## src/rtl/led_scan_ctrl.sv

```systemverilog
// Multiplexed 7-segment display controller: accepts a binary word over valid/ready,
// converts it to BCD one bit per clock (double-dabble), and scans the digits.
module led_scan_ctrl #(
    parameter int DIGITS   = 8,
    parameter int DATA_W   = 27,
    parameter int SCAN_DIV = 32768,
    parameter int BLANK_LZ = 1
) (
    input  logic              clk,
    input  logic              rst_n,
    input  logic [DATA_W-1:0] data_in,
    input  logic              data_valid,
    output logic              data_ready,
    output logic [DIGITS-1:0] digit_sel,
    output logic [3:0]        digit_value,
    output logic              digit_blank,
    output logic              overflow
);

    localparam int BCD_W   = 4 * DIGITS;
    localparam int CNT_W   = $clog2(DATA_W + 1);
    localparam int IDX_W   = (DIGITS > 1) ? $clog2(DIGITS) : 1;
    localparam int PRESC_W = (SCAN_DIV > 1) ? $clog2(SCAN_DIV) : 1;

    function automatic logic [63:0] pow10(input int n);
        logic [63:0] r;
        r = 64'd1;
        for (int i = 0; i < n; i++) r = r * 64'd10;
        return r;
    endfunction

    // Largest value representable on the panel; anything above is shown as all nines.
    localparam logic [63:0] MAX_VAL = pow10(DIGITS) - 64'd1;

    typedef enum logic [1:0] {
        IDLE   = 2'd0,
        CONV   = 2'd1,
        COMMIT = 2'd2
    } state_t;

    state_t             r_state;
    state_t             w_state_nxt;
    logic [DATA_W-1:0]  r_bin;
    logic [BCD_W-1:0]   r_bcd;
    logic [BCD_W-1:0]   w_bcd_adj;
    logic [CNT_W-1:0]   r_cnt;
    logic               r_ovf_pend;
    logic [BCD_W-1:0]   r_disp;
    logic               r_ovf;
    logic [PRESC_W-1:0] r_presc;
    logic [IDX_W-1:0]   r_idx;
    logic               w_accept;
    logic               w_last_step;
    logic               w_scan_tc;
    logic               w_upper_nz;

    assign w_accept    = data_valid && (r_state == IDLE);
    assign w_last_step = (r_cnt == CNT_W'(1));
    assign w_scan_tc   = (r_presc == PRESC_W'(SCAN_DIV - 1));

    // NOTE: sequential state uses non-blocking assignments so every register samples
    // pre-edge values; blocking here would create order-dependent simulation races.
    always_ff @(posedge clk or negedge rst_n) begin
        if (!rst_n) r_state <= IDLE;
        else        r_state <= w_state_nxt;
    end

    // NOTE: every signal written in a combinational block gets a default first,
    // otherwise a missed branch infers a latch.
    always_comb begin
        w_state_nxt = r_state;
        data_ready  = 1'b0;
        unique case (r_state)
            IDLE: begin
                data_ready = 1'b1;
                if (data_valid) w_state_nxt = CONV;
            end
            CONV:    if (w_last_step) w_state_nxt = COMMIT;
            COMMIT:  w_state_nxt = IDLE;
            default: w_state_nxt = IDLE;
        endcase
    end

    // Add-3 correction applied to each nibble before the shift.
    always_comb begin
        w_bcd_adj = r_bcd;
        for (int i = 0; i < DIGITS; i++) begin
            if (r_bcd[i*4 +: 4] >= 4'd5) w_bcd_adj[i*4 +: 4] = r_bcd[i*4 +: 4] + 4'd3;
        end
    end

    always_ff @(posedge clk or negedge rst_n) begin
        if (!rst_n) begin
            r_bin      <= '0;
            r_bcd      <= '0;
            r_cnt      <= '0;
            r_ovf_pend <= 1'b0;
        end else if (w_accept) begin
            r_bin      <= data_in;
            r_bcd      <= '0;
            r_cnt      <= CNT_W'(DATA_W);
            r_ovf_pend <= (64'(data_in) > MAX_VAL);
        end else if (r_state == CONV) begin
            r_bcd <= {w_bcd_adj[BCD_W-2:0], r_bin[DATA_W-1]};
            r_bin <= {r_bin[DATA_W-2:0], 1'b0};
            r_cnt <= r_cnt - CNT_W'(1);
        end
    end

    // NOTE: the display register is an ordinary flop bank, not a memory, so it takes
    // the async reset; the panel must read zero as soon as reset asserts.
    always_ff @(posedge clk or negedge rst_n) begin
        if (!rst_n) begin
            r_disp <= '0;
            r_ovf  <= 1'b0;
        end else if (r_state == COMMIT) begin
            r_disp <= r_ovf_pend ? {DIGITS{4'd9}} : r_bcd;
            r_ovf  <= r_ovf_pend;
        end
    end

    // Scan timing runs freely; loads never restart it.
    always_ff @(posedge clk or negedge rst_n) begin
        if (!rst_n) begin
            r_presc <= '0;
            r_idx   <= '0;
        end else if (w_scan_tc) begin
            r_presc <= '0;
            r_idx   <= (r_idx == IDX_W'(DIGITS - 1)) ? '0 : r_idx + IDX_W'(1);
        end else begin
            r_presc <= r_presc + PRESC_W'(1);
        end
    end

    always_comb begin
        digit_sel   = '0;
        digit_value = 4'd0;
        w_upper_nz  = 1'b0;
        for (int i = 0; i < DIGITS; i++) begin
            if (IDX_W'(i) == r_idx) begin
                digit_sel[i] = 1'b1;
                digit_value  = r_disp[i*4 +: 4];
            end
            if (IDX_W'(i) >= r_idx && r_disp[i*4 +: 4] != 4'd0) w_upper_nz = 1'b1;
        end
        digit_blank = (BLANK_LZ != 0) && (r_idx != '0) && !w_upper_nz;
    end

    assign overflow = r_ovf;

endmodule

```

## config.mk

```make
export PLATFORM = sky130hd
export DESIGN_NAME = led_scan_ctrl
export DESIGN_NICKNAME = d
export VERILOG_FILES = /design/src/rtl/led_scan_ctrl.sv
export SDC_FILE = /design/constraint.sdc
export NUM_CORES = 1
export LEC_CHECK = 0
export BUFFER_PORTS_ARGS = -buffer_cell sky130_fd_sc_hd__buf_2
export CELL_PAD_IN_SITES_DETAIL_PLACEMENT = 1
export CELL_PAD_IN_SITES_GLOBAL_PLACEMENT = 1
export CORE_ASPECT_RATIO = 1.2
export CORE_MARGIN = 3
export CORE_UTILIZATION = 35
export DETAILED_ROUTE_END_ITERATION = 12
export PLACE_DENSITY = 0.65
export SYNTH_ARGS = -nofsm -noshare
export SYNTH_HDL_FRONTEND = slang
export SYNTH_SLANG_ARGS = --single-unit
```

## constraint.sdc

```tcl
create_clock -name clk -period 2.08 [get_ports clk]
set_input_delay 0.208 -clock clk [delete_from_list [all_inputs] [get_ports clk]]
set_output_delay 0.208 -clock clk [all_outputs]
set_load 0.02 [all_outputs]
```

==> metrics.csv, run 1 <==
metric;value;unit
register area share after synthesis;48.13;%
fmax;443.9;MHz
area added between synthesis and finish;24.72;%
final wirelength;16250;um
Hold EP;r_bin[8]$_DFFE_PN0P_;
CP Data Required Time;1870;ps
drt pass-1 iters;4;
Post-DP HPWL;11460;um
Synth Area in Simple Gates;19.60;%
Pint;6.478;mW
Iter 0 DRT Violations;256;
share of cells above drive strength 1;21.57;%
Post-Syn Instances;656;
Worst Path Buf+Inv;3;
final hold vios;0;
Setup crit end kind;primary output;
reg2reg path depth;6;
failing checks;setup timing;
synthesized area per cell;9.352;um2
hold depth;3;
setup_tns;-669.9;ps
status;complete, but fails checks;
Global Route Usage Sum;18.16;%
slew margin rel.;68.29;%
Root Driver;clkbuf_16;
sequential power share;38.8;%
CP cell instances;inv_2 -> ha_4 -> buf_6 -> a211o_1 -> a221oi_4 -> a221oi_4 -> buf_6;
Pins Over Slew Limit;0;
fin cells;944;
Reg2Reg Setup Slack;310;ps
dpl cells;901;
commonest non-fill, non-tap cell in the layout;dfrtp_1;
multiplexer share of the synthesized area;2.019;%
VDD IR max;0.0005792;V
Final ANT Viol Nets;0;
die height;151.0;um
CTS H-tree depth;4;
initial antenna violation count;0;
Placed Area;6760;um2
number of remaining DRC errors;0;
net switching power;3.838;mW
Final period util;108.3;%
reg2reg end;r_bcd[22]$_DFFE_PN0P_;
Post-synth EDFFs;0;
final setup violating endpoints;4;
initial core utilization;35.99;%
clock sinks;118;
Netlist cell types;49;
commonest non-fill, non-tap cells in the layout;dfrtp_1 (117), nand2_1 (103), o21ai_0 (57);
final instance area;7651;um2
delay of the slowest critical-path stage;400;ps
Site Rows;52;
largest net degree at the start of global routing;66;
slew at the pin with the worst max-slew slack;472.0;ps
die footprint;19160;um2
Comb pwr share;33.0;%
average vias per placed instance;5.445;
Clk pwr share;28.2;%
CORE AREA;17050;um2
skew final;11.16;ps
crit path kind;reg2out;
fraction of power spent switching nets;37.21;%
Post-Syn Area;6135;um2
CP Launch Type;flip-flop;
Hold Startpoint;data_in[8];
CP delay by family, top;compound AO/OA/AOI/OAI gates;
leakage;3.441;nW
XOR/XNOR Fraction of Synth Area;3.712;%
RSZ-0062 raised after global routing;yes;
placer congestion estimate;0.8221;
most common flop cell mapped by yosys;dfrtp_1;
crit-path max FO;8;
synth warn;0;
Tmin final;2253;ps
P per Cell Area;1348;nW/um2
final worst slack;-173.0;ps
post-synthesis compound-gate area fraction;17.64;%
global-route wire length before repair;28090;um
Fillers;1927;
main combinational cell family by area after synthesis;simple AND/OR/NAND/NOR gates;
Synth async-reset ratio;100.0;%
CTS tree;built;
I/O pins;45;
Critical Path AT;2040;ps
CP startpoint;r_idx[1]$_DFFE_PN0N_;
n_diodes;0;
fin nets;768;
Max-Cap Viols;0;
via count;5140;
number of register bits inferred by synthesis;118;
Min-Delay Path Class;in2reg;
Critical-path top delay cell;dfrtp_1;
Post-Syn Nets;709;
Skew-Pair Late Insertion Delay;410;ps
routed length per instance;17.22;um
TritonCTS buffer count;17;
chip width;126.9;um
GR Overflow Total;0;
vias in the first global route;5593;
worst r2r src;r_bcd[21]$_DFFE_PN0P_;
Port Buffer Count;44;
adder-cell area share of the yosys netlist;4.691;%
Worst-path clk slew;60;ps
Clock Path Buffers;2;
[sequential cells by signal, indices dropped and copies added, names as in the netlist]
register	flops
overflow	1
r_idx	3
r_bin	27
r_bcd	32
r_cnt	5
r_disp	32
r_ovf_pend	1
r_presc	15
r_state	2
[logic make-up (layout without fill, tap and decap cells)]
kind of cell,after synthesis,in the layout
buffers and inverters,68,139
multiplexers,11,11
XOR/XNOR,26,26
flip-flops,118,118
AO/OA/AOI/OAI,164,164
AND/OR/NAND/NOR,246,247
adder cells (fa/ha/maj),23,23
[what timing repair did]
action | 4_1_cts | 5_1_grt
setup buffers | 8 | 1
resized for setup | 35 | 13
setup endpoints to repair | 5 | 5
pin swaps | 10 | 4
hold endpoints to repair | 30 | 0
hold buffers | 2 | 0
cloned | 1 | 0
[per-stage QoR]
stage	utilization [%]	hold slack (ps)	setup slack [ps]	total power, mW
2_1_floorplan	-	-87.59	26.35	6.204
3_3_place_gp	39.66	174.3	68.98	7.064
3_5_place_dp	39.66	180.1	-26.07	7.299
4_1_cts	44.41	6.628	-194.0	10.41
5_1_grt	44.88	25.53	-274.7	11.20
6_report	44.88	29.06	-173.0	10.32
[synth_stat cells (3+ instances only)]
library cell / n / area share [%]
a211o_1: 3 / 0.43
a21oi_1: 19 / 1.6
a221oi_1: 7 / 1.0
a22oi_1: 26 / 3.2
a31oi_1: 3 / 0.31
a32o_1: 7 / 1.1
and2_1: 4 / 0.41
and3_1: 3 / 0.31
buf_1: 3 / 0.18
clkbuf_1: 35 / 2.1
dfrtp_1: 118 / 48
ha_1: 23 / 4.7
inv_1: 28 / 1.7
mux2_2: 11 / 2.0
nand2_1: 103 / 6.3
nand2b_1: 19 / 1.9
nand3_1: 33 / 2.7
nand3b_1: 4 / 0.49
nand4_1: 5 / 0.51
nor2_1: 33 / 2.0
nor2b_1: 5 / 0.51
nor3_1: 5 / 0.41
nor3b_1: 5 / 0.61
nor4_1: 12 / 1.2
o211ai_1: 7 / 0.86
o21ai_0: 58 / 4.7
o311a_1: 3 / 0.49
o31ai_1: 24 / 2.9
xnor2_1: 14 / 2.0
xor2_1: 12 / 1.7
[cell type report]
| class | count | area, um2 | area share (%) |
|---|---|---|---|
| clock buffers | 18 | 439.2 | 5.740 |
| clock inverters | 14 | 151.4 | 1.979 |
| multi-input cells | 471 | 3169 | 41.42 |
| inverters | 28 | 105.1 | 1.374 |
| flip-flops and latches | 118 | 2954 | 38.61 |
| repair buffers | 79 | 561.8 | 7.343 |
| well taps | 216 | 270.3 | 3.532 |
[layer usage]
| metal | wire, um | track usage (%) | part of all wire, % |
|---|---|---|---|
| met5 | 0 | 0 | 0 |
| met3 | 436 | 3.704 | 2.7 |
| met1 | 7246 | 22.92 | 45 |
| met4 | 324 | 7.564 | 2.0 |
| met2 | 8244 | 30.43 | 51 |
[how the worst max path moves through the flow]
stage	to	slack (ps)	cells after the start
6_report	digit_value[0]	-170	7
2_1_floorplan	digit_value[0]	30	7
3_5_place_dp	digit_value[2]	-30	6
4_1_cts	digit_value[2]	-190	6
5_1_grt	digit_value[0]	-270	7
3_3_place_gp	digit_value[0]	70	7
[worst min-delay path, cell delays in order]
cell,delay [ps]
buf_2,90
a22oi_1,60
nand2_1,50
[power groups by stage]
stage          Sequential [mW]  Combinational, mW  Clock, mW
2_1_floorplan             3.69               2.52          0
3_3_place_gp              3.93               3.13          0
3_5_place_dp              3.98               3.32          0
4_1_cts                   3.96               3.45       3.00
5_1_grt                   4.15               3.93       3.12
6_report                  4.00               3.41       2.91
No activity file was read; power rests on OpenSTA's default activity.
==> inputs of run 2 (changes only) <==
- CELL_PAD_IN_SITES_GLOBAL_PLACEMENT: 1 -> 2
- PLACE_DENSITY: 0.65 -> 0.77
==> run 2 against run 1 <==
Effect of this change:
- the flow still finishes with violations (setup timing)
- flip-flop and latch count is the same
- clock power shrank 2%
- core utilization shrank 0.45 points
- register-to-register slack is essentially flat
- critical path depth is the same
- sequential power shrank 1%
- via count shrank 0.19%
- clock skew shrank 2.3 ps
- setup slack lost 23 ps
- global-route usage shrank 0.24 points
- worst hold slack lost 8.2 ps
- final cell count shrank 0.11%
- largest cell class unchanged
- largest power group unchanged
==> metrics.csv, run 2 (synthesized netlist as in run 1, its figures left out) <==
metric;value;unit
Hold EP;r_bin[0]$_DFFE_PN0P_;
fraction of power spent switching nets;36.90;%
Pint;6.377;mW
via count;5130;
dpl cells;904;
crit-path max FO;8;
fin cells;943;
CTS tree;built;
VDD IR max;0.0006404;V
die footprint;19160;um2
CORE AREA;17050;um2
Reg2Reg Setup Slack;320;ps
final setup violating endpoints;5;
Iter 0 DRT Violations;279;
CTS H-tree depth;4;
sequential cell area;2954;um2
global-route wire length before repair;27710;um
fmax;439.4;MHz
Hold Startpoint;data_in[0];
final wirelength;16500;um
Worst Path Buf+Inv;3;
hold depth;3;
Clk pwr share;28.1;%
initial antenna violation count;0;
final worst slack;-195.9;ps
net switching power;3.729;mW
Setup crit end kind;primary output;
crit path kind;reg2out;
vias in the first global route;5430;
Tmin final;2276;ps
I/O pins;45;
final hold vios;0;
fin nets;767;
CP Data Required Time;1870;ps
routed length per instance;17.50;um
failing checks;setup timing;
largest net degree at the start of global routing;40;
drt pass-1 iters;4;
share of cells above drive strength 1;21.18;%
Root Driver;clkbuf_16;
CP Launch Type;flip-flop;
placer congestion estimate;0.9201;
Port Buffer Count;44;
clock sinks;118;
Clock Path Buffers;2;
RSZ-0062 raised after global routing;yes;
Fillers;1911;
reg2reg end;r_idx[2]$_DFFE_PN0N_;
multi-input logic area;3127;um2
area added between synthesis and finish;23.48;%
GR Overflow Total;0;
n_diodes;0;
commonest non-fill, non-tap cell in the layout;dfrtp_1;
CP delay by family, top;compound AO/OA/AOI/OAI gates;
CP cell instances;inv_2 -> ha_4 -> buf_6 -> nor3b_1 -> o311a_4 -> a221oi_2 -> buf_4;
average vias per placed instance;5.440;
setup_tns;-766.1;ps
Post-DP HPWL;11490;um
Critical-path top delay cell;dfrtp_2;
Critical Path AT;2070;ps
status;complete, but fails checks;
initial core utilization;35.99;%
commonest non-fill, non-tap cells in the layout;dfrtp_1 (117), nand2_1 (103), o21ai_0 (58);
Max-Cap Viols;0;
Min-Delay Path Class;in2reg;
chip width;126.9;um
die height;151.0;um
Global Route Usage Sum;17.92;%
CP startpoint;r_idx[1]$_DFFE_PN0N_;
delay of the slowest critical-path stage;420;ps
TritonCTS buffer count;17;
reg2reg path depth;5;
Comb pwr share;32.7;%
top flop regs;r_bcd (32), r_disp (32), r_bin (27);
sequential power share;39.2;%
Worst-path clk slew;50;ps
Final period util;109.4;%
slew at the pin with the worst max-slew slack;712.2;ps
skew final;8.905;ps
Site Rows;52;
Pins Over Slew Limit;0;
worst r2r src;r_presc[0]$_DFF_PN0_;
leakage;3.380;nW
P per Cell Area;1334;nW/um2
slew margin rel.;52.52;%
Skew-Pair Late Insertion Delay;410;ps
number of remaining DRC errors;0;
Final ANT Viol Nets;0;
[run 2: changes by cell type in the layout (fill, tap and decap cells not counted), sizes merged]
cell / previous run / this run
dlygate4sd3: 2 / 1
clkinv: 8 / 3
clkinvlp: 2 / 6
inv: 30 / 28
clkbuf: 18 / 22
bufinv: 2 / 1
[run 2: worst max path at each step]
stage                     endpoint  cells after the start
finish              digit_value[3]                      7
global route        digit_value[3]                      7
global placement    digit_value[2]                      6
detailed placement  digit_value[1]                      7
CTS                 digit_value[1]                      7
floorplan           digit_value[0]                      7
[run 2: what timing repair did]
item | 4_1_cts | 5_1_grt
gates resized for setup | 33 | 6
endpoints found under the setup margin | 5 | 5
hold buffers | 1 | 0
buffers inserted | 4 | 2
hold endpoints to repair | 28 | 0
gates cloned | 0 | 1
pin swaps | 3 | 2
[run 2: metal layers]
layer,track usage [%],part of all wire [%]
met1,22.54,45
met2,30.51,50
met3,4.268,3.6
met4,5.740,1.7
met5,0,0
[run 2: worst min-delay path, cell delays in order]
cell and delay, ps:
buf_2 90, nand2_1 40, nand2_1 50
[run 2: power by group through the flow]
| stage | clock network, mW | logic (mW) | registers, mW |
|---|---|---|---|
| after floorplan | 0 | 2.52 | 3.69 |
| after global placement | 0 | 3.14 | 3.93 |
| after detailed placement | 0 | 3.31 | 3.98 |
| after CTS | 2.91 | 3.38 | 3.95 |
| after global routing | 3.02 | 3.81 | 4.08 |
| final | 2.84 | 3.31 | 3.96 |
[run 2: final cells by class]
| class | instances | area share [%] |
|---|---|---|
| clock buffer | 22 | 6.392 |
| tap | 216 | 3.568 |
| multi-input combinational | 471 | 41.28 |
| inverter | 28 | 1.388 |
| sequential | 118 | 39.00 |
| clock inverter | 10 | 1.288 |
| timing repair buffer | 78 | 7.086 |
[run 2: per-stage QoR]
stage / hold slack (ps) / area (um2) / setup WS, ps / utilization, % / power [mW]
finish: 20.91 / 7575 / -195.9 / 44.44 / 10.11
global route: 23.82 / 7575 / -278.0 / 44.44 / 10.91
CTS: 5.946 / 7540 / -205.4 / 44.23 / 10.24
detailed placement: 198.4 / 6770 / -28.75 / 39.72 / 7.284
global placement: 190.4 / 6770 / 91.73 / 39.72 / 7.065
floorplan: -87.59 / 6197 / 26.35 / - / 6.204
==> inputs of run 3 (changes only) <==
- PLACE_DENSITY: 0.77 -> 0.74
- clock period: 2.08 -> 2.3 ns (I/O delays scaled with it)
==> run 3 against run 2 <==
Effect of this change:
- the flow now finishes without violations
- clock-buffer cell count up 1
- global-route usage about the same
- sequential power down 9.1%
- non-clock buffer count down 8
- flip-flop and latch count unchanged
- critical path depth unchanged
- highest routed layer unchanged
- largest cell class unchanged
==> metrics.csv, run 3 (synthesized netlist as in run 1, its figures left out) <==
metric;value;unit
slew at the pin with the worst max-slew slack;509.8;ps
average vias per placed instance;5.466;
I/O pins;45;
Comb pwr share;31.2;%
Tmin final;2283;ps
CORE AREA;17050;um2
sequential power share;38.1;%
grt met2 use;30.22;%
worst r2r src;r_presc[0]$_DFF_PN0_;
reg2reg path depth;5;
CP Launch Type;flip-flop;
M3 GR Usage;4.021;%
crit path kind;reg2out;
Critical-path top delay cell;dfrtp_1;
skew final;11.49;ps
Site Rows;52;
crit-path max FO;12;
CTS tree;built;
CP cell instances;buf_6 -> ha_1 -> ha_4 -> nor2b_2 -> o311a_1 -> a221oi_2 -> buf_4;
final hold vios;0;
slew margin rel.;66.01;%
commonest non-fill, non-tap cells in the layout;dfrtp_1 (117), nand2_1 (103), o21ai_0 (58);
Placed Area;6674;um2
TritonCTS buffer count;17;
Skew-Pair Late Insertion Delay;420;ps
die height;151.0;um
chip width;126.9;um
GR Overflow Total;0;
via count;5111;
Root Driver;clkbuf_16;
net switching power;3.309;mW
busiest grt layer;met2;
Levels on crit path;7;
Hold Startpoint;data_in[0];
Final period util;99.27;%
reg2reg end;r_idx[2]$_DFFE_PN0N_;
global-route wire length before repair;27650;um
final instance area;7502;um2
Port Buffer Count;44;
CP Data Required Time;2070;ps
Pins Over Slew Limit;0;
vias in the first global route;5426;
die footprint;19160;um2
number of remaining DRC errors;0;
Pint;6.123;mW
Post-DP HPWL;11410;um
fmax;438.0;MHz
leakage;3.392;nW
Critical Path AT;2050;ps
largest net degree at the start of global routing;42;
fraction of power spent switching nets;35.09;%
Clk pwr share;30.6;%
Max-Cap Viols;0;
P per Cell Area;1257;nW/um2
n_diodes;0;
CTS H-tree depth;4;
Worst-path clk slew;60;ps
placer congestion estimate;0.9096;
initial core utilization;35.99;%
CP delay by family, top;adder cells;
Global Route Usage Sum;17.95;%
commonest non-fill, non-tap cell in the layout;dfrtp_1;
clock sinks;118;
delay of the slowest critical-path stage;400;ps
Iter 0 DRT Violations;284;
area added between synthesis and finish;22.29;%
top flop regs;r_bcd (32), r_disp (32), r_bin (27);
status;finished, final reports clean;
drt pass-1 iters;4;
CP startpoint;r_idx[0]$_DFFE_PN0N_;
Min-Delay Path Class;in2reg;
Final ANT Viol Nets;0;
routed length per instance;17.29;um
Clock Path Buffers;2;
share of cells above drive strength 1;19.05;%
initial antenna violation count;0;
final setup violating endpoints;0;
fin nets;759;
final wirelength;16170;um
CP endpoint;digit_value[0];
VDD IR max;0.0005474;V
Setup crit end kind;primary output;
RSZ-0062 raised after global routing;yes;
Reg2Reg Setup Slack;420;ps
Worst Path Buf+Inv;2;
met1 Use GR;23.23;%
Power, Total;9.433;mW
## run 3: power groups by stage
stage / Combinational [mW] / Clock [mW] / Sequential, mW
global placement: 2.81 / 0 / 3.58
CTS: 3.01 / 2.97 / 3.59
floorplan: 2.25 / 0 / 3.34
detailed placement: 2.97 / 0 / 3.61
global route: 3.44 / 3.07 / 3.71
finish: 2.95 / 2.89 / 3.60
## run 3: worst min-delay path by stage
stage / slack (ps) / cells past startpoint / to
floorplan: -70 / 0 / overflow$_DFFE_PN0N_
global placement: 160 / 1 / r_presc[8]$_DFF_PN0_
detailed placement: 160 / 1 / r_presc[9]$_DFF_PN0_
CTS: 20 / 3 / r_bin[0]$_DFFE_PN0P_
global route: 40 / 3 / r_bin[0]$_DFFE_PN0P_
finish: 40 / 3 / r_bin[0]$_DFFE_PN0P_
## run 3: worst reg2reg max path, cell delays in order (launching register included)
cell and delay (ps):
dfrtp_1 380, ha_1 250, nand2_1 110, or3_4 370, nor2_4 280, mux2_2 370
## run 3: per-layer routing
layer  routed length [um]  part of all wire, %
met4                  206                  1.3
met2                 7952                   49
met5                    0                    0
met3                  608                  3.8
met1                 7403                   46
## run 3: area by class of cell
cell class,instances,area (um2)
inverters,28,105.1
clock buffers,23,467.9
multi-input cells,471,3054
clock inverters,9,172.7
repair buffers,70,478.0
well taps,216,270.3
flip-flops and latches,118,2954
fillers,1963,9544
## run 3: metrics by stage
step	TNS [ps]	cells	util, %	hold slack [ps]	worst slack [ps]
after CTS	0	930	43.64	16.80	7.552
after detailed placement	0	894	39.15	164.6	96.47
final	0	935	44.01	35.75	16.87
after floorplan	-9.738	656	-	-65.59	-9.738
after global placement	0	894	39.15	161.8	239.8
after global routing	-317.7	935	44.01	38.02	-97.85
## run 3: what timing repair did
item / CTS / global route
cloned: 0 / 1
resized for setup: 23 / 3
buffers inserted: 4 / 4
hold buffers: 1 / 0
setup endpoints to repair: 4 / 5
endpoints found under the hold margin: 23 / 0
pin swaps: 4 / 0
